### config.mk
export PLATFORM = sky130hd
export DESIGN_NAME = fifo_rd_drain
export DESIGN_NICKNAME = d
export VERILOG_FILES = /design/src/rtl/fifo_drain_pkg.sv /design/src/rtl/fifo_drain_skid_buf.sv /design/src/rtl/fifo_rd_drain.sv
export SDC_FILE = /design/constraint.sdc
export NUM_CORES = 1
export LEC_CHECK = 0
export CELL_PAD_IN_SITES_DETAIL_PLACEMENT = 1
export CELL_PAD_IN_SITES_GLOBAL_PLACEMENT = 1
export CORE_AREA = 8 8 195 197
export DETAILED_ROUTE_END_ITERATION = 6
export DIE_AREA = 0 0 203 205
export GPL_TIMING_DRIVEN = 0
export PLACE_DENSITY_LB_ADDON = 0.1
export SETUP_SLACK_MARGIN = 0.02
export SYNTH_ARGS = -nofsm -noshare
export SYNTH_HDL_FRONTEND = slang
export SYNTH_SLANG_ARGS = --single-unit
### constraint.sdc
create_clock -name clk -period 9.1 [get_ports clk]
set_input_delay 1.365 -clock clk [delete_from_list [all_inputs] [get_ports clk]]
set_output_delay 1.365 -clock clk [all_outputs]
set_load 0.005 [all_outputs]
### src/rtl/fifo_drain_pkg.sv
// Shared types and sizing helpers for the FIFO read-drain stage.
package fifo_drain_pkg;

  localparam int unsigned DATA_W_DEF = 128;

  typedef logic [DATA_W_DEF-1:0] data_t;

  function automatic int unsigned ptr_w(input int unsigned depth);
    return (depth > 1) ? $clog2(depth) : 1;
  endfunction

endpackage

### src/rtl/fifo_drain_skid_buf.sv
// Circular skid buffer: push at wr_ptr, pop at rd_ptr, head is registered storage.
module fifo_drain_skid_buf
  import fifo_drain_pkg::*;
#(
  parameter int unsigned DATA_W = DATA_W_DEF,
  parameter int unsigned DEPTH  = 2,
  localparam int unsigned PW    = ptr_w(DEPTH)
) (
  input  logic              clk,
  input  logic              reset,
  input  logic              push,
  input  logic [DATA_W-1:0] push_data,
  input  logic              pop,
  output logic [DATA_W-1:0] head,
  output logic [PW:0]       occ
);

  logic [DATA_W-1:0] mem [DEPTH];
  logic [PW-1:0]     wr_ptr;
  logic [PW-1:0]     rd_ptr;

  always_ff @(posedge clk or posedge reset) begin
    if (reset) begin
      for (int unsigned i = 0; i < DEPTH; i++) mem[i] <= '0;
      wr_ptr <= '0;
      rd_ptr <= '0;
      occ    <= '0;
    end else begin
      if (push) begin
        mem[wr_ptr] <= push_data;
        wr_ptr      <= wr_ptr + PW'(1);
      end
      if (pop) rd_ptr <= rd_ptr + PW'(1);
      if (push && !pop)      occ <= occ + (PW+1)'(1);
      else if (!push && pop) occ <= occ - (PW+1)'(1);
    end
  end

  assign head = mem[rd_ptr];

endmodule

### src/rtl/fifo_rd_drain.sv
// Drains a sync FIFO into a valid/ready stream; reads are throttled so returning data always fits.
module fifo_rd_drain
  import fifo_drain_pkg::*;
#(
  parameter int unsigned DATA_W     = DATA_W_DEF,
  parameter int unsigned RD_LAT     = 1,
  parameter int unsigned SKID_DEPTH = 2,
  parameter int unsigned CNT_W      = 32
) (
  input  logic              clk,
  input  logic              reset,
  input  logic              enable,
  input  logic              fifo_empty,
  input  logic [DATA_W-1:0] fifo_rddata,
  output logic              fifo_rden,
  output logic              m_valid,
  input  logic              m_ready,
  output logic [DATA_W-1:0] m_data,
  output logic [CNT_W-1:0]  beat_cnt,
  output logic              idle
);

  localparam int unsigned PW = ptr_w(SKID_DEPTH);
  localparam int unsigned SW = PW + 3;

  logic [RD_LAT-1:0] rd_vld;
  logic [PW:0]       occ;
  logic [SW-1:0]     inflight;
  logic [SW-1:0]     pending;
  logic              pop;
  logic              capture;

  always_comb begin
    inflight = '0;
    for (int unsigned i = 0; i < RD_LAT; i++) inflight = inflight + SW'(rd_vld[i]);
  end

  assign pop     = m_valid && m_ready;
  assign capture = rd_vld[RD_LAT-1];
  // Buffered + outstanding beats after this edge; a read is only issued if its data will fit.
  assign pending   = SW'(occ) + inflight - SW'(pop);
  assign fifo_rden = !reset && enable && !fifo_empty && (pending < SW'(SKID_DEPTH));

  always_ff @(posedge clk or posedge reset) begin
    if (reset) begin
      rd_vld   <= '0;
      beat_cnt <= '0;
    end else begin
      rd_vld[0] <= fifo_rden;
      for (int unsigned i = 1; i < RD_LAT; i++) rd_vld[i] <= rd_vld[i-1];
      if (pop) beat_cnt <= beat_cnt + CNT_W'(1);
    end
  end

  fifo_drain_skid_buf #(
    .DATA_W (DATA_W),
    .DEPTH  (SKID_DEPTH)
  ) u_skid (
    .clk       (clk),
    .reset     (reset),
    .push      (capture),
    .push_data (fifo_rddata),
    .pop       (pop),
    .head      (m_data),
    .occ       (occ)
  );

  assign m_valid = (occ != '0);
  assign idle    = !fifo_rden && (inflight == '0) && (occ == '0);

endmodule

# Yosys cells after proc, flatten, opt, wreduce, memory -nomap -nowiden
# Cells that the tools add are included.
# classes
add_sub_neg	7
n_reduce_logical	18
order_cmp	4
bitwise_logic	2
n_mux	8
# ops
operator	count
2-to-1 mux 128 bit	4
bitwise mux 256 bit	1
demux 128 bit (select 1 bit)	1
adder 32 x 1 -> 32 bit (second input constant)	1
logical AND 1 bit	9
zero test 1 bit	5
greater-or-equal comparator 2 bit (second input constant)	2
zero test 4 bit	1
< comparator 4 x 2 -> 1 bit (second input constant)	1
2-to-1 mux 2 bit	2
inverter 1 -> 2 bit	2
nonzero test 2 bit	2
subtractor 3 x 1 -> 4 bit	1
adder 2 x 1 -> 3 bit	1
adder 1 bit (second input constant)	2
adder 2 x 1 -> 2 bit (second input constant)	1
zero test 2 bit	1
< comparator 2 x 1 -> 1 bit (second input constant)	1
subtractor 2 x 1 -> 2 bit (second input constant)	1
# word_totals
inputBits	133
ff_bits	293

# Logic depth before layout (Yosys ltp)
# Gate-level depths: netlist of run 1.
# depth
depth_word	8
depth_mapped	9

# Cells and area by module
# A second synthesis of run 1 with hierarchy kept.
# hier_totals
hier_cells	835
area_unflattened_um2	13830.8
# by_module_without_submodules
module	cells_per_inst	area_per_inst_um2	n_inst
fifo_drain_skid_buf	697	12259.3	1
fifo_rd_drain	138	1571.5	1

# Least setup slack after synthesis of run 1
# Ideal clock, no wire load.
# synth_timing
kind	input-to-output
startpoint	input port reset
endpoint	output port idle
arrival_time_ps	8455
stages	3
path_slack_ps	-720
cell_sequence	inv_1 > and4_1 > nor3_1
# synth_between
elab_chain_len	7
# synth_lines
element	line_no	source
start, declared	fifo_rd_drain.sv:11	input logic reset,
zero test 1 bit (no line)	n/a	
logical AND 1 bit (3 in a row)	fifo_rd_drain.sv:42	assign fifo_rden = !reset && enable && !fifo_empty && (pending < SW'(SKID_DEPTH));
named net fifo_rden	fifo_rd_drain.sv:15	output logic fifo_rden,
zero test 1 bit	fifo_rd_drain.sv:69	assign idle = !fifo_rden && (inflight == '0) && (occ == '0);
logical AND 1 bit (2 in a row)	fifo_rd_drain.sv:69	
end, declared	fifo_rd_drain.sv:20	output logic idle
# The timed path passes the listed nets, and every way through them passes these cells.

# Worst setup path in the final report of run 1
# layout_timing
startpoint	input port m_ready
endpoint	output port fifo_rden
# layout_between
elab_chain_len	4
# layout_lines
element	line_no	source
start, declared	fifo_rd_drain.sv:17	input logic m_ready,
logical AND 1 bit	fifo_rd_drain.sv:38	assign pop = m_valid && m_ready;
subtractor 3 x 1 -> 4 bit	fifo_rd_drain.sv:41	assign pending = SW'(occ) + inflight - SW'(pop);
< comparator 4 x 2 -> 1 bit	fifo_rd_drain.sv:42	
logical AND 1 bit	fifo_rd_drain.sv:42	
end, declared	fifo_rd_drain.sv:15	
# No other way between the ends.

==> results by group, run 1 <==
Pwr
  – Worst vdd ir: 0.177 mV
  – Sequential power share: 35.7%
  – Clock share of power: 21.8%
  – Leak Pwr: 7.30 nW
  – P_int: 4.46 mW
  – Power Dens Cells: 353 nW/um^2
  – Comb power frac: 42.5%
  – P_sw: 1.71 mW
  – Sw Share: 27.7%

Logic synthesis
  – Top FF cell, synth: dfrtp_1
  – Syn nets: 970
  – Leading cell types by count after synthesis: mux2_2, dfrtp_1, buf_2, xnor2_1, nand3_1
  – Top cell type's share of synthesized area: 57.8%
  – Seq cells post-synth: 293
  – Post-Synthesis Cells: 834
  – Cell Area, Synth: 12,700 um^2
  – Number of distinct library cells after synthesis: 27
  – Post-synth top area cell: dfrtp_1
  – Yosys warnings: 0
  – Sequential share of the synthesized area: 57.8%
  – Largest cells by area after synthesis: dfrtp_1, mux2_2, xnor2_1, buf_2, xor2_1
  – Post-synth EDFFs: 0
  – Synthesized area per cell: 15.2 um^2
  – Most frequent cell after synthesis: mux2_2
  – Asr flop ratio synth: 100%

Global route
  – Global Route Usage Sum: 16.7%
  – M1 GR Usage: 21.4%
  – Vias in the first global route: 9,164
  – Met2 Use GR: 27.1%
  – Initial antenna violation count: 6
  – Pin count of the biggest net entering global routing: 41
  – GRT overflow: 0
  – Global route hottest layer: met2
  – Global-route wire length before repair: 54.9 mm
  – Global routing met3 resource utilization: 4.71%

Place
  – Dpl ws: 3.68 ns
  – Post-place instance area: 16,400 um^2
  – Dpl hpwl: 25.4 mm
  – Placer Congestion: 0.732
  – IO buf count: 295

Timing
  – Fin. Hold Viols: 0
  – Unrepaired setup endpoints after global routing: no
  – Final Critical Period: 5.39 ns
  – Tcrit/Tclk final: 59.3%
  – Max Clock Skew: 0.00675 ns
  – Setup violators final: 0
  – Final hold slack: 0.494 ns
  – Final Worst Setup Slack: 3.71 ns
  – Peak Freq: 0.185 GHz
  – Max_slew headroom: 47.0%
  – Actual slew at the worst max-slew pin: 0.795 ns
  – Setup TNS: 0 ns
  – Fin. max-slew vios: 0

Clocking
  – Worst-path clk slew: 0.05 ns
  – CTS Sinks: 293
  – CTS H-tree depth: 2
  – Cts hold-fix bufs: 0
  – CTS Buf Count: 36
  – CTS Root Cell: clkbuf_16
  – CTS tree: yes
  – PostCTS Resize Cnt: 0
  – Postcts setup bufs: 0
  – Clk buf depth: 3
  – Later-pin clock latency in the skew report: 0.50 ns

Die
  – Row cnt: 69
  – Die ar.: 41,600 um^2
  – Die width: 203 um
  – Initial Utilization: 36.3%
  – Die Height: 205 um
  – Io pins: 296
  – Core Area: 35,000 um^2

Drt
  – Final wirelength: 34.7 mm
  – DRC: 0
  – DR pass1 iterations: 4
  – Post-DR wirelength/cell: 20.9 um
  – DRT antenna net count: 0
  – Vias per cell: 4.82
  – DRT iter0 DRCs: 215
  – Vias: 8,000

Finish
  – Util after Layout: 50.0%
  – Syn-to-layout area delta: 37.9%
  – Final nets: 1,311
  – Layout cells sized above 1: 40.8%
  – Finished Cell Area: 17,500 um^2

Worst hold path
  – Worst hold path endpoint: beat_cnt[31]$_DFFE_PP0P_
  – Hold WC Path Type: flop to flop
  – Hold_sp: beat_cnt[31]$_DFFE_PP0P_
  – WHS Path Cells: 1

Setup path
  – RR Startpoint: u_skid.occ[0]$_DFFE_PP0P_
  – Worst flop-to-flop path endpoint: capture$_DFF_PP0_
  – Kind of critical path: input port to output port
  – Arrival time at the worst endpoint: 4.03 ns
  – Critical path startpoint category: input port
  – R2R Setup Slk: 6.81 ns
  – Worst setup EP type: output port
  – CP required: 7.74 ns
  – CP Max Fanout: 5
  – Reg2reg path depth: 8
  – CP startpoint: m_ready

Outcome
  – Status: complete, no violations

Run
  – Max-cap violations: 0
power by group through the flow:
| stage | registers, mW | logic (mW) | clock network (mW) |
|---|---|---|---|
| 3_3_place_gp | 2.19 | 2.64 | 0 |
| 2_1_floorplan | 2.13 | 1.35 | 0 |
| 4_1_cts | 2.20 | 2.70 | 1.40 |
| 6_report | 2.20 | 2.63 | 1.35 |
| 3_5_place_dp | 2.22 | 2.68 | 0 |
| 5_1_grt | 2.29 | 2.84 | 1.45 |
cell families after synthesis:
logic type / Yosys count / share of synthesized area [%]
buf+inv: 50 / 1.98
compound gates: 3 / 0.227
flops: 293 / 57.8
fa+ha+maj: 3 / 0.355
simple gates: 63 / 2.91
xor+xnor: 37 / 2.55
mux: 385 / 34.2
cell type report:
class / instances / area [um^2]
Antenna cell: 2 / 5.00
Buffer: 47 / 240
Clock buffer: 58 / 1090
Clock inverter: 3 / 17.5
Fill cell: 3480 / 17500
Inverter: 3 / 15.0
Multi-Input combinational cell: 491 / 5100
Sequential cell: 293 / 7330
Tap cell: 461 / 577
Timing Repair Buffer: 303 / 3110
registers in the layout, summed over array words and instances, names as in the netlist:
register	cells
beat_cnt	32
capture	1
u_skid.mem	256
u_skid.occ	2
u_skid.rd_ptr	1
u_skid.wr_ptr	1
worst max path at each step:
stage          slack, ns        end  cells after the start
2_1_floorplan       0.97       idle                      3
3_3_place_gp       -2.46       idle                      5
3_5_place_dp        3.68  fifo_rden                      8
4_1_cts             3.67       idle                      9
5_1_grt             3.58       idle                      9
6_report            3.71  fifo_rden                      8
worst max-delay path, stage by stage:
cell             delay (ns)
clkdlybuf4s50_1        0.54
nand2_1                0.20
or2_2                  0.34
a21boi_0               0.24
fa_1                   0.49
nor2_1                 0.09
and4_1                 0.24
clkdlybuf4s50_1        0.52
per-layer routing:
metal  wire length [um]  vias to the layer above
met4                763                        6
met2              16500                      186
met1              15300                     4095
met3               2180                       56
met5                 35                        -
li1                   -                     3657
cell usage in the layout, fill, tap and decap left out, types with 2 or more instances in the layout:
cell             instances
nand4_1                  5
clkinv_2                 2
clkbuf_8                 9
xnor2_1                 25
nand2b_1                 2
nor4_1                   2
nand3_1                 13
dfrtp_1                293
ha_1                     2
diode_2                  2
nand2_1                 10
buf_12                   8
and2_1                   3
buf_4                    4
buf_2                   39
and4_1                   7
clkbuf_16               37
nor3_1                   3
inv_1                    2
mux2_2                 385
xor2_1                  12
nand3b_1                 2
and3_1                   7
or2_2                    2
clkdlybuf4s50_1        295
nor2_1                   5
clkinvlp_4               2
clkbuf_1                16
through the flow:
| stage | power, mW | std cells |
|---|---|---|
| 5_1_grt | 6.58 | 1661 |
| 3_3_place_gp | 4.84 | 1590 |
| 2_1_floorplan | 3.48 | 834 |
| 6_report | 6.17 | 1661 |
| 4_1_cts | 6.30 | 1659 |
| 3_5_place_dp | 4.90 | 1598 |
Power figures use the tool's default switching activity.
==> inputs of run 2 (changes only) <==
==> constraint.sdc (replaced) <==
create_clock -name clk -period 4.4 [get_ports clk]
set_input_delay 0.66 -clock clk [delete_from_list [all_inputs] [get_ports clk]]
set_output_delay 0.66 -clock clk [all_outputs]
set_load 0.005 [all_outputs]
==> results by group, run 2 (synthesis results as in run 1) <==
Outcome
  – Status: complete, no violations

Drt
  – Final wirelength: 34.5 mm (-0.50%)
  – Post-DR wirelength/cell: 20.8 um (-0.68%)
  – Vias per cell: 4.80 (-0.38%)
  – DRC: 0 (unchanged)
  – DRT iter0 DRCs: 183 (-15%)
  – DR pass1 iterations: 4 (unchanged)
  – Vias: 7,984 (-0.20%)
  – DRT antenna net count: 0 (unchanged)

Clocking
  – CTS Sinks: 293 (unchanged)
  – CTS Buf Count: 36 (unchanged)
  – Cts hold-fix bufs: 0 (unchanged)
  – CTS Root Cell: clkbuf_16
  – PostCTS Resize Cnt: 0 (unchanged)
  – CTS tree: yes
  – CTS H-tree depth: 2 (unchanged)
  – Postcts setup bufs: 0 (unchanged)
  – Worst-path clk slew: 0.05 ns (about the same)
  – Later-pin clock latency in the skew report: 0.50 ns (about the same)
  – Clk buf depth: 3 (unchanged)

Finish
  – Largest reg by FF count: u_skid.mem
  – Largest registers: u_skid.mem x256, beat_cnt x32, u_skid.occ x2
  – Syn-to-layout area delta: 38.5%
  – Most common cell after layout, fill and taps aside: mux2_2
  – Final nets: 1,311 (unchanged)
  – # fillers: 3,452 (-0.80%)
  – Max reg flops: 256 (unchanged)
  – Finished Cell Area: 17,600 um^2 (+0.45%)
  – Most frequent cells in the layout: mux2_2, clkdlybuf4s50_1, dfrtp_1
  – Layout cells sized above 1: 41.5% (+0.73 points)

Die
  – Initial Utilization: 36.3% (unchanged)
  – Die Height: 205 um (unchanged)
  – Die width: 203 um (unchanged)
  – Io pins: 296 (unchanged)
  – Row cnt: 69 (unchanged)
  – Core Area: 35,000 um^2 (unchanged)
  – Die ar.: 41,600 um^2 (unchanged)

Global route
  – Global routing met3 resource utilization: 5.12% (+0.41 points)
  – Global-route wire length before repair: 54.5 mm (-0.61%)
  – Global Route Usage Sum: 16.6% (-0.11 points)
  – GRT overflow: 0 (unchanged)
  – Global route hottest layer: met2
  – M1 GR Usage: 21.6% (+0.10 points)
  – Pin count of the biggest net entering global routing: 41 (unchanged)
  – Met2 Use GR: 26.4% (-0.70 points)
  – Initial antenna violation count: 3 (-3)
  – Vias in the first global route: 9,190 (+0.28%)

Place
  – Placer Congestion: 0.734 (+0.38%)
  – IO buf count: 295 (unchanged)
  – Post-place instance area: 16,400 um^2 (about the same)
  – Dpl hpwl: 25.3 mm (-0.37%)

Run
  – Max-cap violations: 0 (unchanged)

Setup path
  – Arrival time at the worst endpoint: 3.32 ns (-0.71 ns)
  – Critical path startpoint category: input port
  – Crit-path max cell delay: 0.55 ns (about the same)
  – Worst setup EP type: output port
  – CP required: 3.74 ns (-4.00 ns)
  – Kind of critical path: input port to output port
  – CP Max Fanout: 5 (unchanged)
  – Most frequent CP cell: clkdlybuf4s50_1
  – Worst-path cell chain: clkdlybuf4s50_1 > nand2_1 > or2_2 > a21boi_0 > fa_1 > nor2_1 > and4_1 > clkdlybuf4s50_1
  – Worst Path Buf+Inv: 2 (unchanged)
  – CP top delay family: buffers and inverters
  – Slowest cell on crit path: clkdlybuf4s50_1

Pwr
  – Sw Share: 27.6% (-0.10 points)
  – Worst vdd ir: 0.378 mV (+110%)
  – Sequential power share: 35.2% (-0.5 points)
  – P_sw: 3.57 mW (+110%)
  – Clock share of power: 22.8% (+1.0 points)
  – P_int: 9.35 mW (+110%)
  – Leak Pwr: 7.35 nW (+0.64%)
  – Power Dens Cells: 735 nW/um^2 (+110%)
  – Comb power frac: 42.0% (-0.5 points)

Timing
  – Tcrit/Tclk final: 90.5%
  – Setup TNS: 0 ns (unchanged)
  – Max Clock Skew: 0.00597 ns (-0.000781 ns)
  – Actual slew at the worst max-slew pin: 0.765 ns (-0.0301 ns)
  – Unrepaired setup endpoints after global routing: no
  – Final Critical Period: 3.98 ns
  – Fin. max-slew vios: 0 (unchanged)
  – Peak Freq: 0.251 GHz
  – Setup violators final: 0 (unchanged)
  – Max_slew headroom: 49.0% (+2.0 points)
  – Fin. Hold Viols: 0 (unchanged)

Worst hold path
  – Hold WC Path Type: flop to flop
run 2: layout make-up:
class	instances	area (um^2)	share of cell area, %
flip-flops and latches	293	7330	41.7
well taps	461	577	3.28
clock inverters	15	155	0.883
repair buffers	303	3110	17.7
clock buffers	49	1030	5.87
multi-input cells	491	5110	29.1
diodes	2	5.00	0.0285
inverters	3	15.0	0.0854
plain buffers	47	240	1.37
run 2: routing by layer:
layer | vias to the layer above | part of all wire [%]
met5 | - | 0.038
met2 | 182 | 48
met4 | 2 | 2.2
met3 | 52 | 6.7
met1 | 4085 | 44
li1 | 3663 | -
run 2: through the flow:
step	hold slack (ns)	setup WS, ns	power [mW]	cells	utilization (%)
final	0.487	0.418	12.9	1664	50.3
after global routing	0.509	0.279	13.7	1663	50.3
after CTS	0.489	0.397	13.2	1662	50.3
after detailed placement	0.471	0.410	10.1	1598	46.9
after global placement	0.472	-5.35	10.0	1590	46.4
after floorplan	0.454	-2.04	7.19	834	-
run 2: final timing paths:
path / cells after the start / slack (ns) / to / startpoint
setup / recovery: 8 / 0.42 / fifo_rden / m_ready
hold / removal: 1 / 0.49 / u_skid.wr_ptr$_DFFE_PP0P_ / u_skid.wr_ptr$_DFFE_PP0P_
setup reg to reg: 8 / 2.12 / capture$_DFF_PP0_ / u_skid.occ[0]$_DFFE_PP0P_
hold reg to reg: 1 / 0.49 / u_skid.wr_ptr$_DFFE_PP0P_ / u_skid.wr_ptr$_DFFE_PP0P_
max in group asynchronous: 6 / 2.47 / u_skid.mem[36]$_DFFE_PP0P_ / reset
min in group asynchronous: 2 / 0.65 / u_skid.mem[130]$_DFFE_PP0P_ / reset
run 2: worst reg2reg max path, delay by kind of cell, from the launching register on:
kind,cells,cell delay (ns)
xor gates and xnor gates,1,0.16
buffers and inverters,1,0.16
adders and majority gates,1,0.42
and+or+nand+nor,4,0.97
DFF,1,0.36
AOI/OAI and AO/OA,1,0.10
run 2: power groups by stage:
stage                     combinational (mW)  sequential, mW  clock [mW]
after floorplan                         2.79            4.40           0
after global placement                  5.47            4.54           0
after detailed placement                5.54            4.58           0
after CTS                               5.58            4.55        3.05
after global routing                    5.87            4.72        3.15
final                                   5.43            4.55        2.95
